### src/rtl/instr_sequencer.sv
// rtl/instr_sequencer.sv - four-phase fetch/decode/execute/writeback sequencer
// Fetches opcodes from program memory with ack handshake, timeout fault and single-step.
module instr_sequencer #(
  parameter int PC_WIDTH      = 4,
  parameter int PROG_LEN      = 16,
  parameter bit LOOP          = 1'b1,
  parameter int FETCH_TIMEOUT = 8
) (
  input  logic                i_clk,
  input  logic                i_reset,
  input  logic                i_run,
  input  logic                i_step,
  output logic [PC_WIDTH-1:0] o_rom_addr,
  output logic                o_rom_req,
  input  logic                i_rom_ack,
  input  logic [3:0]          i_rom_data,
  output logic [3:0]          o_instr_out,
  output logic                o_exec_en,
  output logic [1:0]          o_phase,
  output logic                o_busy,
  output logic                o_halted,
  output logic                o_fault,
  output logic [7:0]          o_retired
);

  typedef enum logic [2:0] {
    S_IDLE,
    S_FETCH,
    S_DECODE,
    S_EXECUTE,
    S_WRITEBACK,
    S_HALT
  } state_t;

  localparam logic [PC_WIDTH-1:0] LAST_PC   = PC_WIDTH'(PROG_LEN - 1);
  localparam logic [7:0]          WAIT_LAST = 8'(FETCH_TIMEOUT - 1);

  state_t                r_state;
  state_t                w_next;
  logic [PC_WIDTH-1:0]   r_pc;
  logic [3:0]            r_instr;
  logic [7:0]            r_retired;
  logic [7:0]            r_wait;
  logic                  r_single;
  logic                  r_fault;
  logic                  w_last;
  logic                  w_timeout;

  assign w_last    = (r_pc == LAST_PC);
  assign w_timeout = (r_state == S_FETCH) && !i_rom_ack && (r_wait == WAIT_LAST);

  always_comb begin
    w_next = r_state;
    case (r_state)
      S_IDLE:      if (i_run || i_step) w_next = S_FETCH;
      S_FETCH: begin
        if (i_rom_ack)      w_next = S_DECODE;
        else if (w_timeout) w_next = S_HALT;
      end
      S_DECODE:    w_next = S_EXECUTE;
      S_EXECUTE:   w_next = S_WRITEBACK;
      S_WRITEBACK: begin
        // End of a non-looping program halts even if run is still high.
        if (w_last && !LOOP)           w_next = S_HALT;
        else if (r_single || !i_run)   w_next = S_IDLE;
        else                           w_next = S_FETCH;
      end
      S_HALT:      w_next = S_HALT;
      default:     w_next = S_IDLE;
    endcase
  end

  always_ff @(posedge i_clk) begin
    if (!i_reset) r_state <= S_IDLE;
    else          r_state <= w_next;
  end

  always_ff @(posedge i_clk) begin
    if (!i_reset) begin
      r_pc      <= '0;
      r_instr   <= '0;
      r_retired <= '0;
      r_wait    <= '0;
      r_single  <= 1'b0;
      r_fault   <= 1'b0;
    end else begin
      if (r_state == S_FETCH && !i_rom_ack) r_wait <= r_wait + 8'd1;
      else                                  r_wait <= '0;

      case (r_state)
        S_IDLE: begin
          if (i_run)       r_single <= 1'b0;
          else if (i_step) r_single <= 1'b1;
        end
        S_FETCH: begin
          if (i_rom_ack)      r_instr <= i_rom_data;
          else if (w_timeout) r_fault <= 1'b1;
        end
        S_WRITEBACK: begin
          r_retired <= r_retired + 8'd1;
          if (!w_last)  r_pc <= r_pc + PC_WIDTH'(1);
          else if (LOOP) r_pc <= '0;
          if (w_next == S_IDLE) r_single <= 1'b0;
        end
        default: ;
      endcase
    end
  end

  always_comb begin
    o_phase = 2'd0;
    case (r_state)
      S_DECODE:    o_phase = 2'd1;
      S_EXECUTE:   o_phase = 2'd2;
      S_WRITEBACK: o_phase = 2'd3;
      default:     o_phase = 2'd0;
    endcase
  end

  assign o_rom_addr  = r_pc;
  assign o_rom_req   = (r_state == S_FETCH);
  assign o_exec_en   = (r_state == S_EXECUTE);
  assign o_busy      = (r_state == S_FETCH) || (r_state == S_DECODE) ||
                       (r_state == S_EXECUTE) || (r_state == S_WRITEBACK);
  assign o_halted    = (r_state == S_HALT);
  assign o_fault     = r_fault;
  assign o_instr_out = r_instr;
  assign o_retired   = r_retired;

endmodule

### config.mk
export PLATFORM = sky130hd
export DESIGN_NAME = instr_sequencer
export DESIGN_NICKNAME = d
export VERILOG_FILES = /design/src/rtl/instr_sequencer.sv
export SDC_FILE = /design/constraint.sdc
export NUM_CORES = 1
export LEC_CHECK = 0
export ABC_CLOCK_PERIOD_IN_PS = 2100
export CELL_PAD_IN_SITES_DETAIL_PLACEMENT = 1
export CELL_PAD_IN_SITES_GLOBAL_PLACEMENT = 1
export CORE_UTILIZATION = 36
export DETAILED_ROUTE_END_ITERATION = 8
export HOLD_SLACK_MARGIN = 0.15
export PLACE_DENSITY = 0.82
export SYNTH_ARGS = -nofsm -noshare
export SYNTH_HDL_FRONTEND = slang
export SYNTH_SLANG_ARGS = --single-unit
### constraint.sdc
create_clock -name i_clk -period 2.1 [get_ports i_clk]
set_clock_uncertainty 0.2 [all_clocks]
set_input_delay 0.42 -clock i_clk [delete_from_list [all_inputs] [get_ports i_clk]]
set_output_delay 0.42 -clock i_clk [all_outputs]
set_load 0.05 [all_outputs]
After elaboration in Yosys (flattened, before gate mapping). Cells that the tools add are included.

Flip-flop bits (word level): 29. Input bits: 9. Output and inout bits: 23. Word-level logic and storage cells: 47.

$add $sub $neg: 3. Eq/ne operators: 9. Mux-type cells: 11. Bitwise logic cells: 1. Reductions and logical operators: 16.

Operators by type and width (count): 3-bit one-hot mux with 6 select lines (1); 8-bit by 1-bit adder with 8-bit output, second input constant (2); 3-bit 2-to-1 mux (3); 8-bit by 3-bit == test with 1-bit output, second input constant (1); 3-bit by 2-bit == test with 1-bit output, second input constant (2); 3-bit == test, second input constant (2); 3-bit zero test (2); 2-bit one-hot mux with 3 select lines (1); 3-bit AND reduction (2); 1-bit logical OR (5); 4-bit by 1-bit adder with 4-bit output, second input constant (1); 4-bit == test, second input constant (1); 1-bit 2-to-1 mux (4); 4-bit 2-to-1 mux (1); 2-bit AND reduction (2); 3-bit by 1-bit == test with 1-bit output, second input constant (1); 3-bit != test, second input constant (1); 1-bit logical AND (2); 1-bit zero test (2); 2-bit != test, second input constant (1); 1-bit one-hot mux with 2 select lines (1); 2-bit nonzero test (1); 1-bit NOT (1).

Longest topological paths before layout.
Depth after elaboration: 9. Mapped depth: 5. Mapped depth without buffers: 4.

Worst setup path before layout. Ideal clock, no wire load.

Kind: register -> output. Start: reg r_state[0]. End: out o_rom_req. Data arrival time: 1846 ps. Data required time: 1480 ps. Slack: -366 ps. Cell stages (with the launch flop): 4. Path buffers: 2. Cell sequence: dfxtp_1 buf_2 buf_2 nor3b_1.

Longest elaborated chain between the ends: 1.

Ends and longest elaborated chain: start, declared (RTL line 38) `state_t r_state;`; start signal, assigned (RTL line 75) `else r_state <= w_next;`; 3-bit by 1-bit == test with 1-bit output (RTL line 121) `assign o_rom_req = (r_state == S_FETCH);`; end, declared (RTL line 14) `output logic o_rom_req,`.

Every way passes these cells.

Worst setup path in the final report.
Start: reg r_instr[3], in the netlist o_instr_out[3]. End: out o_instr_out[3].

RTL lines: start, declared (RTL line 41) `logic [3:0] r_instr;`; start signal, assigned (RTL line 96) `if (i_rom_ack) r_instr <= i_rom_data;`; end, declared (RTL line 17) `output logic [3:0] o_instr_out,`.

No word-level cell between the ends.

==> summary by stage <==
Layout
The total number of nets in the final design is 197. The total non-filler cell area in the finished layout is 1920 um^2. The filler cell count is 414.

The synthesis-to-finish area growth is 41.9%. The repair_antennas step left the layout with diodes totalling 0. The share of the core filled with cells is 55.4%.

The share of final-layout standard cells stronger than drive strength 1 is 23.7%.

STA
The post-layout minimum cycle time is 2.04 ns. The worst-case headroom to the max-slew limit is 66.4%. Setup violations remaining at the end of the flow were counted as 0. The worst hold slack across all endpoints is 0.259 ns. The worst path meets setup with 0.0602 ns of slack. The slew at the pin with the worst max-slew slack is 0.502 ns. The max-slew violation count came to 0. Static timing analysis puts the maximum clock frequency at 490 MHz.

The count of final hold-check violations is 0. Setup repair after global routing left no endpoint under its margin. Of the available clock period, the critical path in the final layout requires 97.1%. After routing, the total negative slack on setup checks comes to 0 ns.

Synth
The synthesized instance count is 148. The number of flip-flops and latches in the synthesized netlist is 29. Yosys attributes the largest share of cell area to dfxtp_1 43%, mux2i_1 8.1%, nor2_1 5.0%, xnor2_1 3.9%, nand2_1 3.3%. By count the netlist is led by 29 x dfxtp_1, 18 x nor2_1, 12 x nand2_1.

The average instance area after synthesis is 9.15 um^2. The netlist uses 39 different library cells. The proportion of synthesized chip area in sequential cells is 42.9%. Summed over its instances, the top area cell type makes up 42.9% of the synthesized netlist area.

The leading area contributor after synthesis is dfxtp_1. The number of synthesized flops with an enable pin is 0. The synthesized netlist net count is 160. The synthesis warning total is 0. The most instantiated library cell after synthesis is dfxtp_1. The top flip-flop cell by instance count after synthesis is dfxtp_1.

Summing every instance area after synthesis gives 1350 um^2. The proportion of register bits with asynchronous set or reset after synthesis is 0%.

Worst setup path
The worst-case reg-to-reg path depth is 4. Data arrives at the worst endpoint at 1.42 ns. The largest single stage delay on the critical path is 0.81 ns. Traced cell by cell, the critical path runs through clkdlybuf4s50_1. Among all stages on the critical path, the largest delay is contributed by clkdlybuf4s50_1. The kind of cell adding the most delay to the critical path is buffers and inverters. The critical path endpoint category is an output pin. The maximum fanout along the worst path is 2.

The number of buffers and inverters on the critical path is 1. The worst setup path is of the reg -> out kind. Data on the critical path is required at its endpoint by 1.48 ns.

The reg2reg setup slack is 0.29 ns. The endpoint identified for the worst register-to-register timing path is o_retired[7]. The number of gates on the worst path with buffers counted is 1. STA classifies the critical path startpoint as a flop. The worst register-to-register path begins at r_state[2].

Clocking
The tree is rooted in a clkbuf_8. In this run the deepest clock path goes through 2 buffers. TritonCTS built the clock tree. The number of hold buffers added after cts is 0. The clock net sink count is 29.

The clock latency at the later pin of the worst-skew pair is 0.28 ns. The register clock-pin slew on the reported worst setup and hold paths is 0.07 ns. The depth of the CTS H-tree is 2. The number of clock buffers inserted by TritonCTS is 5.

Placement
The congestion estimate from routability-driven global placement came to 0.759. The cell area after placement is 1780 um^2. Timing analysis after detailed placement gives a worst setup slack of 0.0564 ns. The quantity of I/O buffers inserted on ports is 31. Detailed placement finished with a half-perimeter wire length of 2450 um.

Die
Measured along the y axis, the die boundary spans 63.3 um. From left edge to right edge, the die measures 63.3 um. The initialized floorplan defines 21 standard-cell rows. During I/O placement, the number of pins put on the boundary was 32.

The core area is 3470 um^2. The initial utilization of the core area, before any placement, comes to 39.0%. The floorplan die area is 4010 um^2.

Hold path
The sink of the worst hold path is r_wait[0]. The hold path startpoint is r_wait[0]. The kind of path behind the tightest hold check is reg -> reg. The cell depth of the worst hold path is 1.

Routing
Before antenna repair, the detailed router went through 4 iterations. The number of design rule violations left after detail routing is 0. The vias per cell is 5.30. The total number of vias is 1230.

In this run, the number of DRC markers left after iteration 0 of detailed routing was 20. For this block, the routed nets add up to 3490 um of wire. In the final routed layout, each cell accounts on average for 15.0 um. The count of antenna-violating nets left after detailed routing is 0.

Power
The worst-case vdd ir drop is 0.509 mV. Summed over all cells, the static leakage comes to 0.754 nW. In this run the power density over the cells is 790 nW/um^2.

Global route
Global routing finished with a remaining overflow of 0. The initial antenna violation count is 0. The all-layer global routing usage is 19.4%. Entering global routing, the biggest net connects 15 pins. The first global-routing pass estimated 5890 um of wire. The number of global-route vias before repair is 1263.

Run
The number of max-capacitance violations reported is 0.

Outcome
The run finished with clean final reports.
## per-stage QoR
| step | power (mW) | instances |
|---|---|---|
| 6_report | 1.52 | 232 |
| 2_1_floorplan | 0.733 | 148 |
| 5_1_grt | 1.57 | 232 |
| 3_3_place_gp | 0.827 | 224 |
| 3_5_place_dp | 0.833 | 224 |
| 4_1_cts | 1.54 | 232 |
## area by class of cell
class | count | area (um^2) | share of cell area [%]
clock inverter | 3 | 65.1 | 3.39
sequential | 29 | 586 | 30.5
timing repair buffer | 38 | 390 | 20.3
clock buffer | 5 | 68.8 | 3.58
inverter | 3 | 11.3 | 0.586
tap | 46 | 57.6 | 3.00
multi-input combinational | 108 | 742 | 38.6
## sequential cells by signal, summed over array words and instances (netlist names)
| name | cells |
|---|---|
| o_retired | 8 |
| r_wait | 8 |
| o_instr_out | 4 |
| o_rom_addr | 4 |
| r_state | 3 |
| o_fault | 1 |
| r_single | 1 |
## logic make-up after synthesis
group | after synthesis | synth area share (%)
DFF | 29 | 42.9
and+or+nand+nor | 67 | 28.1
muxes | 11 | 8.13
adders and majority gates | 3 | 2.77
buffers and inverters | 11 | 3.60
AOI/OAI and AO/OA | 19 | 9.34
xor gates and xnor gates | 8 | 5.18
## how the worst max path moves through the flow
stage,start,slack (ns),endpoint
floorplan,r_state[1],0.07,o_busy
global placement,i_rom_ack,0.17,r_state[2]
detailed placement,i_rom_ack,0.06,r_wait[5]
CTS,o_instr_out[3],0.03,o_instr_out[3]
global route,o_instr_out[3],0.007,o_instr_out[3]
finish,o_instr_out[3],0.06,o_instr_out[3]
## layer usage
| metal | vias up | global-route usage [%] | share of wire, % |
|---|---|---|---|
| li1 | 606 | - | - |
| met1 | 595 | 21.2 | 43 |
| met2 | 25 | 33.9 | 51 |
| met3 | 4 | 6.70 | 4.8 |
| met4 | 0 | 7.95 | 1.1 |
| met5 | - | 0 | 0 |
## repair_timing
item | in CTS | in global routing
gates cloned | 0 | 0
gates resized for setup | 2 | 1
buffers inserted | 0 | 0
endpoints found under the setup margin | 3 | 1
## report_power, final
group | switching (mW) | internal, mW | total, mW
clock | 0.222 | 0.471 | 0.694
combinational | 0.125 | 0.110 | 0.235
sequential | 0.0230 | 0.566 | 0.589
## cells in the final DEF, fill, tap and decap left out, types with 2 or more instances in the layout
cell,synthesis,layout
a21oi_1,6,6
and3_1,4,4
and4bb_2,2,2
buf_12,0,6
buf_4,1,20
bufinv_16,0,2
clkbuf_8,0,5
clkdlybuf4s50_1,0,12
dfxtp_1,29,27
ha_1,3,3
inv_1,3,3
mux2i_1,11,11
nand2_1,12,12
nand2b_1,5,5
nand3_1,5,5
nand3b_1,2,2
nand4_1,3,3
nor2_1,18,16
nor2_2,0,2
nor4_1,3,3
nor4bb_1,2,2
o21ai_0,3,3
o41ai_1,2,2
or3_1,3,3
or4_1,2,2
xnor2_1,6,5
xor2_1,2,2
No activity file was read; power rests on OpenSTA's default activity.
